===== config.mk =====
export PLATFORM = sky130hd
export DESIGN_NAME = switch_sweep_ctrl
export DESIGN_NICKNAME = d
export VERILOG_FILES = /design/src/rtl/switch_sweep_ctrl.sv
export SDC_FILE = /design/constraint.sdc
export NUM_CORES = 1
export LEC_CHECK = 0
export ABC_AREA = 1
export BUFFER_PORTS_ARGS = -buffer_cell sky130_fd_sc_hd__buf_2
export CAP_MARGIN = 10
export CORE_ASPECT_RATIO = 1.25
export CORE_UTILIZATION = 40
export DETAILED_ROUTE_END_ITERATION = 7
export PLACE_DENSITY_LB_ADDON = 0.08
export SYNTH_ARGS = -nofsm -noshare
export SYNTH_HDL_FRONTEND = slang
export SYNTH_SLANG_ARGS = --single-unit

===== constraint.sdc =====
create_clock -name clk -period 2.05 [get_ports clk]
set_input_delay 0.205 -clock clk [delete_from_list [all_inputs] [get_ports clk]]
set_output_delay 0.205 -clock clk [all_outputs]
set_load 0.03 [all_outputs]

===== src/rtl/switch_sweep_ctrl.sv =====
// Walks a 4-bit switch pattern 0..15 into a datapath, captures led_in after SETTLE_CYCLES, sums results.
// Capture strobe SETTLE_CYCLES+2 clocks after start; advance is timed (auto) or on a debounced step press, with no backpressure.
module switch_sweep_ctrl #(
    parameter int SETTLE_CYCLES   = 2,
    parameter int DWELL_CYCLES    = 50000000,
    parameter int DEBOUNCE_CYCLES = 500000
) (
    input  logic       clk,
    input  logic       rst_n,
    input  logic       start,
    input  logic       abort,
    input  logic       auto_mode,
    input  logic       step,
    input  logic [4:0] led_in,
    output logic [3:0] sw_out,
    output logic       cap_valid,
    output logic [3:0] cap_sw,
    output logic [4:0] cap_led,
    output logic       busy,
    output logic       done,
    output logic [8:0] sum_out
);

    localparam int SETTLE_W = (SETTLE_CYCLES > 0)   ? $clog2(SETTLE_CYCLES + 1) : 1;
    localparam int DWELL_W  = (DWELL_CYCLES > 2)    ? $clog2(DWELL_CYCLES)      : 1;
    localparam int DEB_W    = (DEBOUNCE_CYCLES > 2) ? $clog2(DEBOUNCE_CYCLES)   : 1;

    typedef enum logic [2:0] {
        IDLE,
        DRIVE,
        SETTLE,
        CAPTURE,
        WAIT,
        DONE
    } state_t;

    state_t              state_q;
    logic [3:0]          idx_q;
    logic [3:0]          sw_q;
    logic                cap_valid_q;
    logic [3:0]          cap_sw_q;
    logic [4:0]          cap_led_q;
    logic                busy_q;
    logic                done_q;
    logic [8:0]          sum_q;
    logic [SETTLE_W-1:0] settle_q;
    logic [DWELL_W-1:0]  dwell_q;

    logic                step_s1_q;
    logic                step_s2_q;
    logic                deb_q;
    logic                deb_prev_q;
    logic [DEB_W-1:0]    deb_cnt_q;
    logic                step_pulse;

    // Synchronized level must disagree with the accepted level for DEBOUNCE_CYCLES clocks in a row.
    always_ff @(posedge clk or negedge rst_n) begin
        if (!rst_n) begin
            step_s1_q  <= 1'b0;
            step_s2_q  <= 1'b0;
            deb_q      <= 1'b0;
            deb_prev_q <= 1'b0;
            deb_cnt_q  <= '0;
        end else begin
            step_s1_q  <= step;
            step_s2_q  <= step_s1_q;
            deb_prev_q <= deb_q;
            if (step_s2_q == deb_q) begin
                deb_cnt_q <= '0;
            end else if (deb_cnt_q == DEB_W'(DEBOUNCE_CYCLES - 1)) begin
                deb_q     <= step_s2_q;
                deb_cnt_q <= '0;
            end else begin
                deb_cnt_q <= deb_cnt_q + 1'b1;
            end
        end
    end

    assign step_pulse = deb_q & ~deb_prev_q;

    always_ff @(posedge clk or negedge rst_n) begin
        if (!rst_n) begin
            state_q     <= IDLE;
            idx_q       <= 4'd0;
            sw_q        <= 4'd0;
            cap_valid_q <= 1'b0;
            cap_sw_q    <= 4'd0;
            cap_led_q   <= 5'd0;
            busy_q      <= 1'b0;
            done_q      <= 1'b0;
            sum_q       <= 9'd0;
            settle_q    <= '0;
            dwell_q     <= '0;
        end else begin
            cap_valid_q <= 1'b0;
            if (abort) begin
                state_q <= IDLE;
                idx_q   <= 4'd0;
                sw_q    <= 4'd0;
                busy_q  <= 1'b0;
                done_q  <= 1'b0;
                dwell_q <= '0;
            end else begin
                case (state_q)
                    IDLE, DONE: begin
                        if (start) begin
                            state_q <= DRIVE;
                            idx_q   <= 4'd0;
                            sum_q   <= 9'd0;
                            busy_q  <= 1'b1;
                            done_q  <= 1'b0;
                        end
                    end
                    DRIVE: begin
                        sw_q     <= idx_q;
                        settle_q <= SETTLE_W'(SETTLE_CYCLES);
                        state_q  <= SETTLE;
                    end
                    SETTLE: begin
                        if (settle_q <= SETTLE_W'(1)) begin
                            state_q <= CAPTURE;
                        end else begin
                            settle_q <= settle_q - 1'b1;
                        end
                    end
                    CAPTURE: begin
                        cap_valid_q <= 1'b1;
                        cap_sw_q    <= idx_q;
                        cap_led_q   <= led_in;
                        sum_q       <= sum_q + {4'd0, led_in};
                        dwell_q     <= '0;
                        if (idx_q == 4'd15) begin
                            state_q <= DONE;
                            busy_q  <= 1'b0;
                            done_q  <= 1'b1;
                        end else begin
                            state_q <= WAIT;
                        end
                    end
                    WAIT: begin
                        // Dwell only accumulates while auto_mode is high, so a 0->1 change counts from zero.
                        if (!auto_mode) begin
                            dwell_q <= '0;
                            if (step_pulse) begin
                                idx_q   <= idx_q + 1'b1;
                                state_q <= DRIVE;
                            end
                        end else if (dwell_q == DWELL_W'(DWELL_CYCLES - 1)) begin
                            dwell_q <= '0;
                            idx_q   <= idx_q + 1'b1;
                            state_q <= DRIVE;
                        end else begin
                            dwell_q <= dwell_q + 1'b1;
                        end
                    end
                    default: begin
                        state_q <= IDLE;
                        busy_q  <= 1'b0;
                        done_q  <= 1'b0;
                    end
                endcase
            end
        end
    end

    assign sw_out    = sw_q;
    assign cap_valid = cap_valid_q;
    assign cap_sw    = cap_sw_q;
    assign cap_led   = cap_led_q;
    assign busy      = busy_q;
    assign done      = done_q;
    assign sum_out   = sum_q;

endmodule

==> metrics.csv, run 1 <==
stage,metric,value,unit
setup_path,cpMostUsedCell,nand2_1,
route,wl_per_cell,13.3,µm
timing,finalSetupTns,0,ns
global_routing,grt-ovfl-total,0,
power,power_density,895,nW/µm²
route,routed_wl,10.4,mm
setup_path,required,2.27,ns
global_routing,grt_pass1_vias,3848,
setup_path,cp-end-kind,register,
clock_tree,cts_resized,0,
timing,period_needed,1.76,ns
timing,slew_headroom,64.4,%
synthesis,netlist_instances,596,
synthesis,netlist_area,4570,µm²
clock_tree,cts-root-buf,clkbuf_16,
clock_tree,cts_tree,built,
synthesis,syn_nets,617,
floorplanning,io_pins,36,
synthesis,ys_seq_elements,83,
run,cap_violations,0,
synthesis,synth_edf_count,0,
route,routed_via_density,5.01,
route,drc_errors,0,
timing,fin_crit_sh,85.9,%
synthesis,synthArstFlopShare,100,%
synthesis,yosysUniqueCellTypes,36,
finish,antenna_cells,0,
min_path,hp-class,primary input to register,
timing,rsz0062_at_grt,no,
finish,drive_gt1_share,13.1,%
setup_path,crit_path_max_incr_delay,0.37,ns
power,finalPower,4660,µW
clock_tree,numCtsBuffers,9,
clock_tree,clk_latency,0.33,ns
synthesis,synth_mux_area_share,0,%
timing,hold_viol_final,0,
timing,final-setup-viol-count,0,
clock_tree,cts.path.max_buffers,2,
setup_path,cp_max_fo,3,
synthesis,ys.flop_type,dfrtp_1,
setup_path,crit_type,register to register,
route,vias,3934,
timing,worst_pin_slew,0.534,ns
floorplanning,start_util,41.2,%
synthesis,yosysWarningCount,0,
route,drtIter0Drc,179,
clock_tree,clock-sinks,83,
floorplanning,die_h,121,µm
place,place_congestion,0.818,
finish,area_delta_synth_final,14.1,%
setup_path,arrival,1.98,ns
place,pre_cts_ws,0.293,ns
place,portBuffers,35,
setup_path,path_buf_inv,2,
setup_path,worstPathCellList,ha_1 -> inv_1 -> fa_1 -> inv_1 -> nand3_1 -> nand2_1 -> nand4_1 -> nand2_1 -> nand2_1 -> nand4_1 -> nand2_1,
global_routing,grt_pass1_wl,18.1,mm
clock_tree,clkTransAtPathRegs,0.06,ns
synthesis,avgSynthCellArea,7.66,µm²
floorplanning,dieArea,11800,µm²
floorplanning,num_rows,43,
synthesis,synth_fa_ha_area_share,2.90,%
timing,final_max_slew_viol_count,0,
timing,finClkSkew,0.00709,ns
clock_tree,htree_levels,3,
timing,fmax,0.568,GHz
finish,fin_area,5210,µm²
setup_path,critPathTopFamily,simple AND/OR/NAND/NOR gates,
global_routing,antenna_found_initial,0,
floorplanning,die_w,97.6,µm
route,drt_first_pass_iters,4,
synthesis,ys_seq_area_share,45.5,%
place,dp_hpwl,7.93,mm
synthesis,yosys.area_share.simple,35.5,%
route,drt.antenna.violating_nets,0,
floorplanning,core-area,11100,µm²
finish,nNetsFinal,667,
place,dpl-instance-area,4930,µm²
setup_path,slowest_stage,dfrtp_1,
finish,final.fill_count,1124,
power,ir_worst_vdd,0.532,mV
power,p_leak,0.00255,µW
timing,layout_setup_ws,0.289,ns
synthesis,synth_compound_area_share,6.06,%
synthesis,yosys.area_share.xor_xnor,2.88,%
global_routing,grt_max_degree,38,
status,status,"finished, final reports clean",
synthesis,synth_top_family_by_area,simple AND/OR/NAND/NOR gates,
global_routing,grt_use_total,19.1,%
setup_path,startpoint_type,register,
-- synth_stat cells (3+ instances only) --
library cell  number  area share [%]
xnor2_1            3            0.58
nand3_1           49             5.4
o21ai_0           17             1.9
dfrtp_1           83              45
nor3_1            15             1.6
a21oi_1           19             2.1
nand4_1           17             2.3
o21ai_1            6            0.66
xor2_1            12             2.3
nand2_1          149              12
nor2_4             7             1.7
nand3_2            4            0.88
o21bai_1           3            0.49
nand2_2            4            0.55
nor2_1            95             7.8
nand2_4            4            0.99
inv_2              5            0.41
ha_1               9             2.5
inv_1             71             5.8
-- layout by cell type, fill, tap and decap left out, types with 12 or more instances in the layout --
cell	instances
a21oi_1	19
buf_2	34
dfrtp_1	83
inv_1	71
nand2_1	149
nand3_1	49
nand4_1	17
nor2_1	95
nor3_1	15
o21ai_0	17
xor2_1	12
-- timing repair --
action / 4_1_cts / 5_1_grt
endpoints found under the hold margin: 35 / 0
endpoints found under the setup margin: 0 / 0
hold buffers: 2 / 0
buffers inserted: 0 / 0
-- state kept, by name (all words and copies together) (netlist names), 2 cells and up --
name,flops
settle_q,2
state_q,3
idx_q,4
sw_out,4
deb_cnt_q,19
dwell_q,26
sum_out,9
cap_led,5
cap_sw,4
-- layer usage --
layer / GRT usage, % / wire length [µm]
met4: 6.34 / 159
met2: 33.2 / 5250
met1: 23.4 / 4620
met5: 0 / 0
met3: 4.15 / 407
-- stage by stage --
| stage | utilization [%] | std cells | hold slack (ns) |
|---|---|---|---|
| 3_3_place_gp | 44.5 | 768 | 0.220 |
| 2_1_floorplan | - | 596 | -0.0906 |
| 5_1_grt | 47.0 | 786 | 0.102 |
| 4_1_cts | 47.0 | 786 | 0.0884 |
| 6_report | 47.0 | 786 | 0.0938 |
| 3_5_place_dp | 44.5 | 768 | 0.222 |
-- path summary, 6_finish.rpt --
| check | from | endpoint | slack, ns | depth (start not counted) |
|---|---|---|---|---|
| setup / recovery | sum_out[0] | sum_out[8] | 0.29 | 11 |
| hold / removal | led_in[4] | cap_led[4] | 0.09 | 3 |
| setup reg to reg | sum_out[0] | sum_out[8] | 0.29 | 11 |
| hold reg to reg | step_s1_q | step_s2_q | 0.35 | 0 |
| max in group asynchronous | rst_n | sum_out[3] | 1.02 | 3 |
| min in group asynchronous | rst_n | dwell_q[17] | 0.39 | 2 |
-- final cells by class --
class	count	area, µm²	area share, %
Clock buffer	11	233	4.47
Clock inverter	5	30.0	0.576
Inverter	77	292	5.60
Multi-Input combinational cell	431	2160	41.5
Sequential cell	83	2080	39.9
Tap cell	135	169	3.24
Timing Repair Buffer	44	250	4.80
-- where the power goes --
part           switching [µW]  internal, µW  leakage, µW  total, µW
Combinational             878           365      0.00129       1240
Sequential                141          1820      0.00113       1960
Clock                     642           815     0.000125       1460
-- kinds of logic after synthesis --
logic type      Yosys count
xor+xnor                 15
fa+ha+maj                10
buf+inv                  82
simple gates            355
compound gates           51
flops                    83
-- tightest hold or removal path: cells and delay by family --
| family | cells | cell delay [ns] |
|---|---|---|
| buffers and inverters | 1 | 0.09 |
| and+or+nand+nor | 2 | 0.10 |
Power figures use the tool's default switching activity.
==> run 2: changes to the inputs <==
--- a/config.mk
+++ b/config.mk
@@ -10,6 +10,7 @@
 export CAP_MARGIN = 10
 export CORE_ASPECT_RATIO = 1.25
 export CORE_UTILIZATION = 40
+export CTS_CLUSTER_SIZE = 40
 export DETAILED_ROUTE_END_ITERATION = 7
 export PLACE_DENSITY_LB_ADDON = 0.08
 export SYNTH_ARGS = -nofsm -noshare
==> constraint.sdc (replaced) <==
create_clock -name clk -period 1.93 [get_ports clk]
set_input_delay 0.193 -clock clk [delete_from_list [all_inputs] [get_ports clk]]
set_output_delay 0.193 -clock clk [all_outputs]
set_load 0.03 [all_outputs]
==> metrics.csv, run 2 (synthesis results as in run 1) <==
stage,metric,value,unit,change
timing,final_max_slew_viol_count,0,,unchanged
power,ir_worst_vdd,0.594,mV,+12%
route,drc_errors,0,,unchanged
setup_path,crit_type,register to register,,
global_routing,antenna_found_initial,0,,unchanged
finish,largest_reg_flops,26,,unchanged
global_routing,grt-ovfl-total,0,,unchanged
timing,layout_setup_ws,0.208,ns,-0.0811 ns
place,pre_cts_ws,0.162,ns,-0.132 ns
finish,drive_gt1_share,13.7,%,+0.68 points
place,dp.cells,772,,+0.52%
clock_tree,htree_levels,3,,unchanged
clock_tree,post_cts_buffers,0,,unchanged
clock_tree,clkTransAtPathRegs,0.06,ns,about the same
min_path,hold_path_depth,3,,unchanged
run,cap_violations,0,,unchanged
setup_path,rr_worst_depth,8,,-3
floorplanning,die_h,121,µm,unchanged
clock_tree,cts_tree,built,,
setup_path,ff2ff_setup_slack,0.21,ns,-0.08 ns
finish,stdcell_count,790,,+0.51%
min_path,hp-class,primary input to register,,
min_path,min-delay-start,led_in[4],,
finish,final_common_cell,nand2_1,,
route,drt.antenna.violating_nets,0,,unchanged
global_routing,grt_max_degree,44,,+16%
finish,regMostFlops,dwell_q,,
clock_tree,clk_latency,0.34,ns,about the same
power,power_density,1030,nW/µm²,+15%
finish,antenna_cells,0,,unchanged
status,status,"finished, final reports clean",,
clock_tree,numCtsBuffers,9,,unchanged
floorplanning,die_w,97.6,µm,unchanged
timing,period_needed,1.72,ns,-0.0389 ns
setup_path,arrival,1.92,ns,-0.06 ns
timing,finalSetupTns,0,ns,unchanged
place,place_congestion,0.854,,+4.4%
place,portBuffers,35,,unchanged
timing,rsz0062_at_grt,no,,
setup_path,crit-reg2reg-launch,deb_cnt_q[0],,
route,drtIter0Drc,175,,-2.2%
route,vias,3915,,-0.48%
setup_path,cp_max_fo,10,,+7
timing,final-setup-viol-count,0,,unchanged
place,dp_hpwl,7.87,mm,-0.77%
timing,hold_viol_final,0,,unchanged
finish,area_delta_synth_final,17.1,%,
timing,worst_pin_slew,0.582,ns,+0.0482 ns
timing,fmax,0.581,GHz,+2.3%
floorplanning,io_pins,36,,unchanged
finish,final.fill_count,1082,,-3.7%
route,routed_wl,10.5,mm,+0.51%
timing,slew_headroom,61.2,%,-3.2 points
clock_tree,clock-sinks,83,,unchanged
route,drt_first_pass_iters,5,,+1
setup_path,required,2.13,ns,-0.14 ns
setup_path,startpoint_type,register,,
power,p_leak,0.00262,µW,+2.8%
timing,finClkSkew,0.00759,ns,+0.000497 ns
timing,fin_crit_sh,89.2,%,+3.3 points
finish,most-common-layout-cells,"nand2_1, nor2_1, dfrtp_1, inv_1, nand3_1",,
clock_tree,cts.path.max_buffers,2,,unchanged
finish,finalCoreUtilization,48.2,%,+1.2 points
floorplanning,num_rows,43,,unchanged
global_routing,grt_use_total,19.1,%,about the same
setup_path,cp-end-kind,register,,
clock_tree,cts-root-buf,clkbuf_16,,
global_routing,grt_pass1_vias,3791,,-1.5%
floorplanning,start_util,41.2,%,unchanged
floorplanning,dieArea,11800,µm²,unchanged
finish,nNetsFinal,671,,+0.60%
min_path,hold_end,cap_led[4],,
global_routing,grt_pass1_wl,17.8,mm,-1.5%
route,routed_via_density,4.96,,-0.99%
route,wl_per_cell,13.3,µm,about the same
floorplanning,core-area,11100,µm²,unchanged
setup_path,worst_r2r_endpoint,deb_cnt_q[9],,
run 2: per-layer routing:
layer	vias up	routed length, µm	GRT usage, %
li1	2012	-	-
met3	13	325	2.88
met1	1823	4790	23.5
met2	67	5220	33.3
met4	0	164	7.72
met5	-	0	0
run 2: worst max-delay path by stage:
stage	end	from	depth (start not counted)	slack [ns]
floorplan	sum_out[8]	sum_out[0]	11	0.09
global placement	dwell_q[21]	state_q[2]	8	0.17
detailed placement	dwell_q[21]	state_q[2]	8	0.16
CTS	dwell_q[21]	state_q[2]	8	0.16
global route	sum_out[8]	sum_out[0]	11	0.008
finish	deb_cnt_q[9]	deb_cnt_q[0]	8	0.21
run 2: final cells by class:
cell class	count	area, µm²	share of cell area [%]
Inverter	77	292	5.45
Tap cell	135	169	3.16
Clock inverter	5	125	2.34
Timing Repair Buffer	48	280	5.24
Multi-Input combinational cell	431	2170	40.6
Sequential cell	83	2080	38.9
Clock buffer	11	233	4.35
run 2: worst max-delay path, stage by stage (launching register included):
cell and delay, ns:
dfrtp_1 0.37, ha_1 0.27, nand2_1 0.11, nor2_1 0.13, inv_1 0.09, nor2_1 0.09, nand3_1 0.12, nand2_1 0.31
nor3b_1 0.10
run 2: timing repair:
item                                    CTS  global route
hold buffers                              2             0
gates resized for setup                   0             2
endpoints found under the setup margin    0             3
hold endpoints to repair                 40             0
run 2: power breakdown:
part	total, µW	switching, µW	internal [µW]
combinational	1320	933	389
clock	2090	692	1390
sequential	2080	148	1930
run 2: metrics by stage:
stage / total power [µW] / hold WS [ns] / instance area [µm²]
6_report: 5490 / 0.0767 / 5350
4_1_cts: 5550 / 0.0662 / 5340
5_1_grt: 5790 / 0.102 / 5350
2_1_floorplan: 3030 / -0.103 / 4570
3_5_place_dp: 3430 / 0.238 / 4960
3_3_place_gp: 3420 / 0.243 / 4960
==> run 3: changes to the inputs <==
--- a/config.mk
+++ b/config.mk
@@ -8,6 +8,8 @@
 export ABC_AREA = 1
 export BUFFER_PORTS_ARGS = -buffer_cell sky130_fd_sc_hd__buf_2
 export CAP_MARGIN = 10
+export CELL_PAD_IN_SITES_DETAIL_PLACEMENT = 1
+export CELL_PAD_IN_SITES_GLOBAL_PLACEMENT = 1
 export CORE_ASPECT_RATIO = 1.25
 export CORE_UTILIZATION = 40
 export CTS_CLUSTER_SIZE = 40
==> metrics.csv, run 3 (synthesis results as in run 1) <==
stage,metric,value,unit,change
floorplanning,dieArea,11800,µm²,unchanged
timing,finalSetupTns,0,ns,unchanged
timing,period_needed,1.78,ns,+0.0617 ns
place,place_congestion,0.834,,-2.3%
timing,fmax,0.561,GHz,-3.5%
finish,multi_input_area,2160,µm²,-0.35%
setup_path,worst_r2r_endpoint,sum_out[8],,
clock_tree,cts_tree,built,,
min_path,hold_end,cap_led[4],,
power,power_density,1010,nW/µm²,-1.4%
timing,final-setup-viol-count,0,,unchanged
setup_path,cp-end-kind,register,,
setup_path,crit-reg2reg-launch,sum_out[0],,
clock_tree,cts.path.max_buffers,2,,unchanged
floorplanning,num_rows,43,,unchanged
setup_path,cp_max_fo,3,,-7
power,p_leak,0.00261,µW,-0.44%
route,drt_first_pass_iters,4,,-1
finish,area_delta_synth_final,16.6,%,
finish,final.fill_count,1427,,+32%
power,pwr-share-comb,25.7,%,+1.6 points
power,intPower,3540,µW,-4.7%
timing,hold_viol_final,0,,unchanged
timing,rsz0062_at_grt,no,,
place,portBuffers,35,,unchanged
route,wl_per_cell,15.3,µm,+15%
route,vias,4097,,+4.6%
setup_path,arrival,2.01,ns,+0.09 ns
finish,final_common_cell,nand2_1,,
setup_path,rr_worst_depth,11,,+3
place,dp_hpwl,9.23,mm,+17%
finish,antenna_cells,0,,unchanged
setup_path,ff2ff_setup_slack,0.15,ns,-0.06 ns
finish,drive_gt1_share,13.9,%,+0.15 points
finish,largest_reg_flops,26,,unchanged
power,clkPwrFrac,35.5,%,-2.5 points
route,drt.antenna.violating_nets,0,,unchanged
run,cap_violations,0,,unchanged
power,pwr-share-seq,38.8,%,+0.9 points
place,pre_cts_ws,0.154,ns,-0.00793 ns
clock_tree,cts-root-buf,clkbuf_16,,
global_routing,grt-ovfl-total,0,,unchanged
finish,most-common-layout-cells,"nand2_1, nor2_1, dfrtp_1, inv_1, nand3_1",,
clock_tree,numCtsBuffers,9,,unchanged
clock_tree,post_cts_buffers,0,,unchanged
finish,regMostFlops,dwell_q,,
power,p_switching,1850,µW,+4.4%
floorplanning,core-area,11100,µm²,unchanged
finish,nNetsFinal,671,,unchanged
route,drc_errors,0,,unchanged
setup_path,required,2.16,ns,+0.03 ns
power,p_sw_share,34.3,%,+2.0 points
timing,fin_crit_sh,92.4,%,+3.2 points
clock_tree,clock-sinks,83,,unchanged
clock_tree,clkTransAtPathRegs,0.06,ns,about the same
setup_path,startpoint_type,register,,
timing,slew_headroom,67.5,%,+6.3 points
status,status,"finished, final reports clean",,
setup_path,crit_type,register to register,,
route,routed_via_density,5.19,,+4.6%
floorplanning,start_util,41.2,%,unchanged
global_routing,grt_use_total,22.1,%,+3.0 points
clock_tree,htree_levels,3,,unchanged
global_routing,antenna_found_initial,0,,unchanged
timing,hold_ws,0.0760,ns,-0.000648 ns
timing,layout_setup_ws,0.147,ns,-0.0617 ns
min_path,hold_path_depth,3,,unchanged
global_routing,grt_pass1_wl,20.7,mm,+17%
timing,final_max_slew_viol_count,0,,unchanged
floorplanning,io_pins,36,,unchanged
min_path,hp-class,primary input to register,,
min_path,min-delay-start,led_in[4],,
timing,finClkSkew,0.0101,ns,+0.00250 ns
floorplanning,die_h,121,µm,unchanged
route,drtIter0Drc,97,,-45%
clock_tree,clk_latency,0.34,ns,about the same
power,ir_worst_vdd,0.541,mV,-9.0%
timing,worst_pin_slew,0.487,ns,-0.0946 ns
route,routed_wl,12.1,mm,+15%
global_routing,grt_max_degree,35,,-20%
floorplanning,die_w,97.6,µm,unchanged
global_routing,grt_pass1_vias,4384,,+16%
finish,seq_area,2080,µm²,unchanged
-- run 3: power by group through the flow --
stage | clock network, µW | logic [µW] | registers (µW)
2_1_floorplan | 0 | 646 | 2380
3_3_place_gp | 0 | 1340 | 2110
3_5_place_dp | 0 | 1390 | 2120
4_1_cts | 1960 | 1400 | 2090
5_1_grt | 2030 | 1540 | 2120
6_report | 1910 | 1390 | 2090
-- run 3: cell type report --
| class | instances | area share (%) |
|---|---|---|
| Sequential cell | 83 | 39.0 |
| Inverter | 77 | 5.52 |
| Multi-Input combinational cell | 431 | 40.6 |
| Timing Repair Buffer | 48 | 5.50 |
| Clock buffer | 12 | 4.82 |
| Tap cell | 135 | 3.17 |
| Clock inverter | 4 | 1.36 |
-- run 3: through the flow --
| step | power (µW) | util, % | cell area [µm²] | instances |
|---|---|---|---|---|
| 2_1_floorplan | 3030 | - | 4570 | 596 |
| 3_3_place_gp | 3450 | 44.8 | 4970 | 772 |
| 3_5_place_dp | 3500 | 44.8 | 4970 | 772 |
| 4_1_cts | 5460 | 48.0 | 5320 | 790 |
| 5_1_grt | 5680 | 48.0 | 5320 | 790 |
| 6_report | 5390 | 48.0 | 5320 | 790 |
-- run 3: routing by layer --
metal  GRT usage, %  part of all wire (%)  vias to the layer above
met4           7.08                   1.4                        0
met2           41.2                    52                       51
met5              0                     0                        -
met1           25.6                    44                     2016
li1               -                     -                     2017
met3           3.74                   2.6                       13
-- run 3: timing repair --
action,CTS,global route
setup endpoints to repair,0,11
hold buffers,2,0
endpoints found under the hold margin,32,0
gates resized for setup,0,2
-- run 3: worst max path at each step --
stage / cells past startpoint / slack, ns / startpoint / to
finish: 11 / 0.15 / sum_out[0] / sum_out[8]
global route: 11 / 0.002 / sum_out[0] / sum_out[8]
CTS: 11 / 0.12 / sum_out[0] / sum_out[8]
detailed placement: 11 / 0.15 / sum_out[0] / sum_out[8]
global placement: 9 / 0.22 / dwell_q[22] / dwell_q[5]
floorplan: 11 / 0.09 / sum_out[0] / sum_out[8]
-- run 3: critical path, cell delays in order (launching register included) --
cell	delay [ns]
dfrtp_1	0.37
ha_1	0.20
inv_1	0.07
fa_1	0.36
inv_1	0.09
nand3_1	0.09
nand2_2	0.11
nand4_1	0.12
nand2_1	0.09
nand2_1	0.05
nand4_1	0.06
nand2_1	0.06
